==> src/rtl/ifetch_pkg.sv <==
// Shared constants and the default fetch-queue entry layout for the instruction fetch stage.
package ifetch_pkg;

  localparam int INSTR_NOP = 0;
  localparam int PC_STEP   = 4;

  typedef struct packed {
    logic [31:0] pc;
    logic [31:0] instr;
    logic        fault;
  } ifetch_entry_t;

endpackage

==> src/rtl/ifetch_queue.sv <==
// Synchronous FIFO of fetch entries; flush has priority over push/pop, and a push is
// accepted while full when the head is popped in the same cycle.
module ifetch_queue
  import ifetch_pkg::*;
#(
  parameter int  DEPTH   = 2,
  parameter type entry_t = ifetch_entry_t,
  localparam int PTR_W   = $clog2(DEPTH),
  localparam int CNT_W   = $clog2(DEPTH) + 1
) (
  input  logic             clk,
  input  logic             rst,
  input  logic             flush,
  input  logic             push,
  input  entry_t           push_data,
  input  logic             pop,
  output entry_t           head,
  output logic             full,
  output logic             empty,
  output logic [CNT_W-1:0] count
);

  entry_t           mem [DEPTH];
  logic [PTR_W-1:0] rd_ptr;
  logic [PTR_W-1:0] wr_ptr;
  logic             do_push;
  logic             do_pop;

  assign full    = (count == CNT_W'(DEPTH));
  assign empty   = (count == '0);
  assign do_pop  = pop & ~empty;
  assign do_push = push & (~full | do_pop);
  assign head    = mem[rd_ptr];

  always_ff @(posedge clk or posedge rst) begin
    if (rst) begin
      rd_ptr <= '0;
      wr_ptr <= '0;
      count  <= '0;
    end else if (flush) begin
      rd_ptr <= '0;
      wr_ptr <= '0;
      count  <= '0;
    end else begin
      if (do_push) wr_ptr <= wr_ptr + PTR_W'(1);
      if (do_pop)  rd_ptr <= rd_ptr + PTR_W'(1);
      count <= count + CNT_W'(do_push) - CNT_W'(do_pop);
    end
  end

  always_ff @(posedge clk) begin
    if (do_push && !flush) mem[wr_ptr] <= push_data;
  end

endmodule

==> src/rtl/instruction_fetch_unit.sv <==
// MIPS fetch stage: fetch PC, synchronous-read instruction memory, fetch queue and redirect.
// Optional IFETCH_FAULT_EN flags misaligned / out-of-range fetches instead of wrapping.
module instruction_fetch_unit
  import ifetch_pkg::*;
#(
  parameter int              ADDR_W      = 32,
  parameter int              INSTR_W     = 32,
  parameter int              IMEM_DEPTH  = 128,
  parameter int              QUEUE_DEPTH = 2,
  parameter logic [ADDR_W-1:0] RESET_PC  = '0
) (
  input  logic               clk,
  input  logic               rst,
  input  logic               redirect_valid,
  input  logic [ADDR_W-1:0]  redirect_pc,
  output logic               out_valid,
  input  logic               out_ready,
  output logic [ADDR_W-1:0]  out_pc,
  output logic [INSTR_W-1:0] out_instr,
  output logic               out_fault,
  input  logic               imem_we,
  input  logic [ADDR_W-1:0]  imem_waddr,
  input  logic [INSTR_W-1:0] imem_wdata
);

  localparam int IDX_W = $clog2(IMEM_DEPTH);
  localparam int CNT_W = $clog2(QUEUE_DEPTH) + 1;

  typedef struct packed {
    logic [ADDR_W-1:0]  pc;
    logic [INSTR_W-1:0] instr;
    logic               fault;
  } entry_t;

  logic [INSTR_W-1:0] imem [IMEM_DEPTH];
  logic [ADDR_W-1:0]  fetch_pc;
  logic [ADDR_W-1:0]  redirect_target;
  logic               fetch_fault;
  logic               issue;
  logic               pop;
  logic               push;
  logic [CNT_W-1:0]   count;
  logic [CNT_W:0]     occupancy;
  logic               vld_p1;
  logic [ADDR_W-1:0]  pc_p1;
  logic [INSTR_W-1:0] rdata_p1;
  logic               fault_p1;
  entry_t             push_entry;
  entry_t             head;
  logic               empty;
  logic               full;
  logic               unused_bits;

`ifdef IFETCH_FAULT_EN
  assign redirect_target = redirect_pc;
  assign fetch_fault     = (fetch_pc[1:0] != 2'b00) || (|fetch_pc[ADDR_W-1:IDX_W+2]);
  assign out_fault       = out_valid & head.fault;
`else
  assign redirect_target = {redirect_pc[ADDR_W-1:2], 2'b00};
  assign fetch_fault     = 1'b0;
  assign out_fault       = 1'b0;
`endif

  // Queue slots already committed: held entries plus the read in flight, minus this cycle's pop.
  assign pop       = out_valid & out_ready;
  assign occupancy = {1'b0, count} + (CNT_W+1)'(vld_p1) - (CNT_W+1)'(pop);
  assign issue     = !redirect_valid && (occupancy < (CNT_W+1)'(QUEUE_DEPTH));

  // Stage p0 -> p1: memory read and tag capture at issue
  always_ff @(posedge clk) begin
    if (imem_we) imem[imem_waddr[IDX_W+1:2]] <= imem_wdata;
    if (issue && !fetch_fault) rdata_p1 <= imem[fetch_pc[IDX_W+1:2]];
    if (issue) begin
      pc_p1    <= fetch_pc;
      fault_p1 <= fetch_fault;
    end
  end

  always_ff @(posedge clk or posedge rst) begin
    if (rst) begin
      fetch_pc <= RESET_PC;
      vld_p1   <= 1'b0;
    end else if (redirect_valid) begin
      fetch_pc <= redirect_target;
      vld_p1   <= 1'b0;
    end else begin
      vld_p1 <= issue;
      if (issue) fetch_pc <= fetch_pc + ADDR_W'(PC_STEP);
    end
  end

  // Stage p1 -> queue: response written to the tail unless a redirect discards it
  assign push       = vld_p1 & ~redirect_valid;
  assign push_entry = '{pc:    pc_p1,
                        instr: fault_p1 ? INSTR_W'(INSTR_NOP) : rdata_p1,
                        fault: fault_p1};

  ifetch_queue #(
    .DEPTH   (QUEUE_DEPTH),
    .entry_t (entry_t)
  ) u_queue (
    .clk       (clk),
    .rst       (rst),
    .flush     (redirect_valid),
    .push      (push),
    .push_data (push_entry),
    .pop       (pop),
    .head      (head),
    .full      (full),
    .empty     (empty),
    .count     (count)
  );

  assign out_valid = ~empty;
  assign out_pc    = out_valid ? head.pc    : '0;
  assign out_instr = out_valid ? head.instr : '0;

  assign unused_bits = ^{imem_waddr[ADDR_W-1:IDX_W+2], imem_waddr[1:0],
                         redirect_pc[1:0], head.fault, full};

endmodule
==> config.mk <==
export PLATFORM = sky130hd
export DESIGN_NAME = instruction_fetch_unit
export DESIGN_NICKNAME = d
export VERILOG_FILES = /design/src/rtl/ifetch_pkg.sv /design/src/rtl/ifetch_queue.sv /design/src/rtl/instruction_fetch_unit.sv
export SDC_FILE = /design/constraint.sdc
export NUM_CORES = 2
export LEC_CHECK = 0
export CAP_MARGIN = 20
export CORE_UTILIZATION = 40
export CTS_CLUSTER_SIZE = 10
export DETAILED_ROUTE_END_ITERATION = 12
export PLACE_DENSITY_LB_ADDON = 0.3
export SKIP_CTS_REPAIR_TIMING = 1
export SLEW_MARGIN = 20
export SYNTH_ARGS = -nofsm -noshare
export SYNTH_HDL_FRONTEND = slang
export SYNTH_MEMORY_MAX_BITS = 65536
export SYNTH_SLANG_ARGS = --single-unit
export TNS_END_PERCENT = 20
==> constraint.sdc <==
create_clock -name clk -period 13.45 [get_ports clk]
set_input_delay 1.345 -clock clk [delete_from_list [all_inputs] [get_ports clk]]
set_output_delay 1.345 -clock clk [all_outputs]
set_load 0.01 [all_outputs]
== Word-level counts from Yosys, hierarchy flattened ==
Memories as Yosys holds them, arrays and structs flattened. A register that Yosys moved wholly into a read port is not among the register bits.
Index checks and enable logic that the tools add are counted.
Word-level totals
  register bits after elaboration: 69
  memory bits (writable): 4224
  bits of input ports: 101
  output and inout bits: 66
  word-level logic and storage cells: 46
  memories: 2
Cells by class
  $add $sub $neg: 7
  $lt $le $gt $ge: 1
  equality and inequality tests: 1
  multiplexer cells: 14
  bitwise operators: 8
  reductions and logical operators: 7
Memory list
  imem: words 128, width 32, read ports 1, clocked after Yosys merged registers in 1, wr ports 1, line instruction_fetch_unit.sv:35  | logic [INSTR_W-1:0] imem [IMEM_DEPTH];
  u_queue.mem: words 2, width 64, read ports 1, clocked after Yosys merged registers in 0, wr ports 1, line ifetch_queue.sv:23  | entry_t mem [DEPTH];
Operators with widths (count)
  $mux W32: 4
  $add A32 B3 Y32 const B: 1
  $mux W1: 9
  $reduce_bool A2 Y1: 3
  $and A1 B1 Y1: 4
  $add A2 B1 Y3: 1
  $lt A3 B2 Y1 const B: 1
  $not A1 Y1: 3
  $sub A3 B1 Y3: 1
  $add A1 B1 Y1 const B: 2
  $add A2 B1 Y2: 1
  $eq A2 B2 Y1 const B: 1
  $logic_and A1 B1 Y1: 2
  $logic_not A2 Y1: 1
  $mux W2: 1
  $sub A2 B1 Y2: 1
  $logic_not A1 Y1: 1
  $or A1 B1 Y1: 1

== Depth between registers and ports, before layout ==
  depth in word-level cells: 9
  gate-level depth with buffers: 13
  mapped depth without buffers: 12

== Cells and area by module ==
Synthesis repeated with hierarchy kept, for this count alone.
Second synthesis, totals
  cell total of the unflattened synthesis: 8392
  area, all modules: 166838.8 sq um
Modules (own cells, without submodules)
  instruction_fetch_unit: instances 1, cells an instance 8160, area each 161865.2 sq um, seq. area each 125635.5 sq um
  ifetch_queue: instances 1, cells an instance 232, area each 4973.5 sq um, seq. area each 4003.8 sq um

== Worst setup path after synthesis ==
Ideal clock, no wire load.
  path kind: input-to-reg
  start: input port out_ready
  end: register pc_p1[10], enable pin
  library setup time: 0.483 ns
  data arrival time: 5.263 ns
  required time: 12.967 ns
  slack: 7.704 ns
  cell stages on the path: 8
  buffers on the path: 0
  path through: nor2b_1 ha_1 inv_1 nand2_1 fa_1 xnor2_1 nand2_1 nor2_1
Between the ends
  cells in the longest elaborated chain, start to end: 4
RTL lines
  from (decl): line instruction_fetch_unit.sv:17  | input logic out_ready,
  $and A1 B1 Y1: line instruction_fetch_unit.sv:65  | assign pop = out_valid & out_ready;
  $sub A3 B1 Y3: line instruction_fetch_unit.sv:66  | assign occupancy = {1'b0, count} + (CNT_W+1)'(vld_p1) - (CNT_W+1)'(pop);
  $lt A3 B2 Y1: line instruction_fetch_unit.sv:67  | assign issue = !redirect_valid && (occupancy < (CNT_W+1)'(QUEUE_DEPTH));
  $logic_and A1 B1 Y1: line instruction_fetch_unit.sv:67
  named net issue: line instruction_fetch_unit.sv:39  | logic issue;
  to (signal assigned): line instruction_fetch_unit.sv:74  | pc_p1 <= fetch_pc;
  to (decl): line instruction_fetch_unit.sv:45  | logic [ADDR_W-1:0] pc_p1;
The timed path passes the listed nets, and every way through them passes these cells.
A chain may end at the register's enable or synchronous reset.

==> out/qor.csv <==
metric;value;unit
max-cap violations;0;
wirelength, routed;468;mm
Worst Path Required;14.16;ns
#FFs+latches synth;4317;
die width;647;um
ys flop type;edfxtp_1;
fmax;154;MHz
Layout area overhead;13.2;%
most frequent cells after synthesis;4282 x edfxtp_1, 1277 x mux2i_1, 638 x a22oi_1;
Root Buffer;clkbuf_16;
Setup TNS;0;ns
row count;236;
CP Capture Point;rdata_p1[6];
Initial Util;40.2;%
Clock Sinks;4317;
Worst VDD drop;0.000147;V
first-pass GRT wire length;646;mm
fin nets;8998;
Worst setup startpoint;fetch_pc[2];
CP Class;flop to flop;
post-synthesis sequential area ratio;77.9;%
post-detail-place hpwl;265;mm
Critical Path Start Type;flop;
Worst R2R Start;fetch_pc[2];
GP Congestion;0.842;
clk slew on worst S/H paths;0.06;ns
unrepaired setup endpoints after global routing;no;
post-synthesis cell count;8487;
sw power;10.7;mW
Tcrit/Tclk final;48.4;%
antenna-violating nets left;0;
full die area;418000;um^2
clock buffer depth;4;
GRT overflow;0;
routed len/inst;32.3;um
Post-synth EDFFs;4282;
Power Density;188;nW/um^2
layout cells sized above 1;16.5;%
later-pin clock latency in the skew report;1.03;ns
Yosys warnings;0;
die height;647;um
Core Area;413000;um^2
initial antenna violation count;50;
Tot GR Track Use;21.9;%
largest net degree at the start of global routing;134;
Worst Path Arrival;7.22;ns
Vias;85600;
Leakage;59.9;nW
worst slew pin tran;1.29;ns
DRC Markers;0;
most common cell in the netlist;edfxtp_1;
vias in the first global route;84300;
Synth area leaders;edfxtp_1 77%, mux2i_1 7.7%, mux4_2 4.7%;
Final setup viols;0;
DR pass1 iterations;5;
Final Power;35.4;mW
area leader, netlist;edfxtp_1;
Post-synth ARST share;0.811;%
share of the synthesized area in the top cell type;77.4;%
Net Sw Frac;30.3;%
cells on worst reg2reg path;9;
final hold vios;0;
Num CTS Buffers;475;
Clk pwr share;31.8;%
Tmin final;6.51;ns
crit end category;flop;
part of the power in combinational logic;24.6;%
Final Skew;0.113;ns
final instance area;188000;um^2
Flop pwr share;43.6;%
H-tree Lvls;5;
initial DRC count;10200;
status;finished clean;
Final Max Tran Viols;0;
Critical R2R Capture;rdata_p1[6];
PortBufs;136;
vias per std cell;5.91;
Synth Area per Inst;19.6;um^2
Netlist cell types;56;
cell area after synthesis;166000;um^2
R2R setup slack;6.94;ns
placed instance area;175000;um^2
TritonCTS clock tree;built;
Int Pwr;24.7;mW
I/O pins;167;
crit path max fanout;89;
Slew HR;13.6;%
Hold Path Class;flop to flop;
per-layer routing:
metal  share of wire [%]  vias up  track usage, %
met5               0.023        -               0
met4                 4.1       16            8.19
met3                 9.0      726            4.34
met2                  47     3996            34.8
met1                  40    45400            29.9
li1                    -    35500               -
final cells by class:
| class | instances | area, um^2 |
|---|---|---|
| Timing Repair Buffer | 430 | 3690 |
| Tap cell | 5474 | 6850 |
| Clock buffer | 530 | 12200 |
| Multi-Input combinational cell | 3658 | 35200 |
| Sequential cell | 4317 | 129000 |
| Antenna cell | 24 | 60.1 |
| Fill cell | 34400 | 225000 |
| Inverter | 10 | 37.5 |
| Clock inverter | 35 | 683 |
state kept, by name, summed over array words and instances (netlist names):
register	cells
fetch_pc	30
imem	4096
pc_p1	30
rdata_p1	32
u_queue.count	2
u_queue.mem	124
u_queue.rd_ptr	1
u_queue.wr_ptr	1
vld_p1	1
per-stage QoR:
| stage | cells | worst slack [ns] | utilization (%) | hold slack [ns] |
|---|---|---|---|---|
| 4_1_cts | 14500 | 7.10 | 45.5 | 0.437 |
| 2_1_floorplan | 8489 | 7.70 | - | 0.421 |
| 6_report | 14500 | 6.94 | 45.5 | 0.438 |
| 5_1_grt | 14500 | 6.90 | 45.5 | 0.443 |
| 3_5_place_dp | 13900 | 7.09 | 42.4 | 0.430 |
| 3_3_place_gp | 13900 | 7.12 | 42.4 | 0.422 |
critical path, cell delays in order (launching register included):
cell and delay, ns:
dfrtp_4 0.80, buf_4 0.70, buf_12 0.59, buf_12 0.64, mux4_2 0.60, nand2_1 0.08
o21ai_0 0.20, nand4b_1 1.05, a2111oi_1 1.15, a211oi_1 0.12
placed cells by master (no fill, tap or decap), types with 10 or more instances in the layout:
cell type	netlist	layout
buf_4	68	297
nand4_1	50	50
mux2i_1	1277	1277
a22o_1	64	64
nor2_1	201	79
a2111oi_0	21	18
nor4_1	24	23
xor2_1	14	14
nand4b_1	33	33
buf_12	2	12
mux2_2	106	106
clkbuf_16	0	478
clkinv_16	0	15
a211oi_1	104	100
clkbuf_1	188	51
nor2b_1	41	30
a221oi_1	24	24
dfrtp_1	35	31
diode_2	0	24
xnor2_1	18	18
nor3_1	44	35
a22oi_1	638	638
mux4_2	350	350
nand3_1	206	202
nand2_1	165	160
nor2_4	1	126
inv_1	10	10
buf_6	32	15
a21oi_1	32	32
nor2b_4	0	10
clkdlybuf4s50_1	0	103
edfxtp_1	4282	4282
o22ai_1	57	57
o21ai_0	102	100
cell families (layout without fill, tap and decap cells):
family | Yosys count | after routing | synth area share, %
AO/OA/AOI/OAI | 1071 | 1071 | 4.70
XOR/XNOR | 32 | 32 | 0.169
adder cells (fa/ha/maj) | 5 | 5 | 0.0422
buffers and inverters | 514 | 1005 | 1.62
flip-flops | 4317 | 4317 | 77.9
multiplexers | 1735 | 1735 | 13.2
other | 1 | 27 | 0.00226
AND/OR/NAND/NOR | 812 | 812 | 2.40
worst min-delay path by stage:
| stage | start | end | slack, ns | cells past startpoint |
|---|---|---|---|---|
| final | pc_p1[26] | u_queue.mem[1][58] | 0.44 | 0 |
| after global routing | pc_p1[26] | u_queue.mem[0][58] | 0.44 | 0 |
| after CTS | pc_p1[26] | u_queue.mem[1][58] | 0.44 | 0 |
| after detailed placement | pc_p1[26] | u_queue.mem[1][58] | 0.43 | 0 |
| after global placement | pc_p1[27] | u_queue.mem[0][59] | 0.42 | 0 |
| after floorplan | rdata_p1[0] | u_queue.mem[0][0] | 0.42 | 0 |
power by group through the flow:
stage / combinational [mW] / clock (mW) / sequential (mW)
5_1_grt: 9.13 / 11.9 / 15.4
4_1_cts: 8.71 / 11.4 / 15.4
2_1_floorplan: 5.71 / 0 / 15.5
6_report: 8.72 / 11.3 / 15.4
3_5_place_dp: 8.70 / 0 / 15.7
3_3_place_gp: 8.62 / 0 / 15.7
No activity file was read; power rests on OpenSTA's default activity.
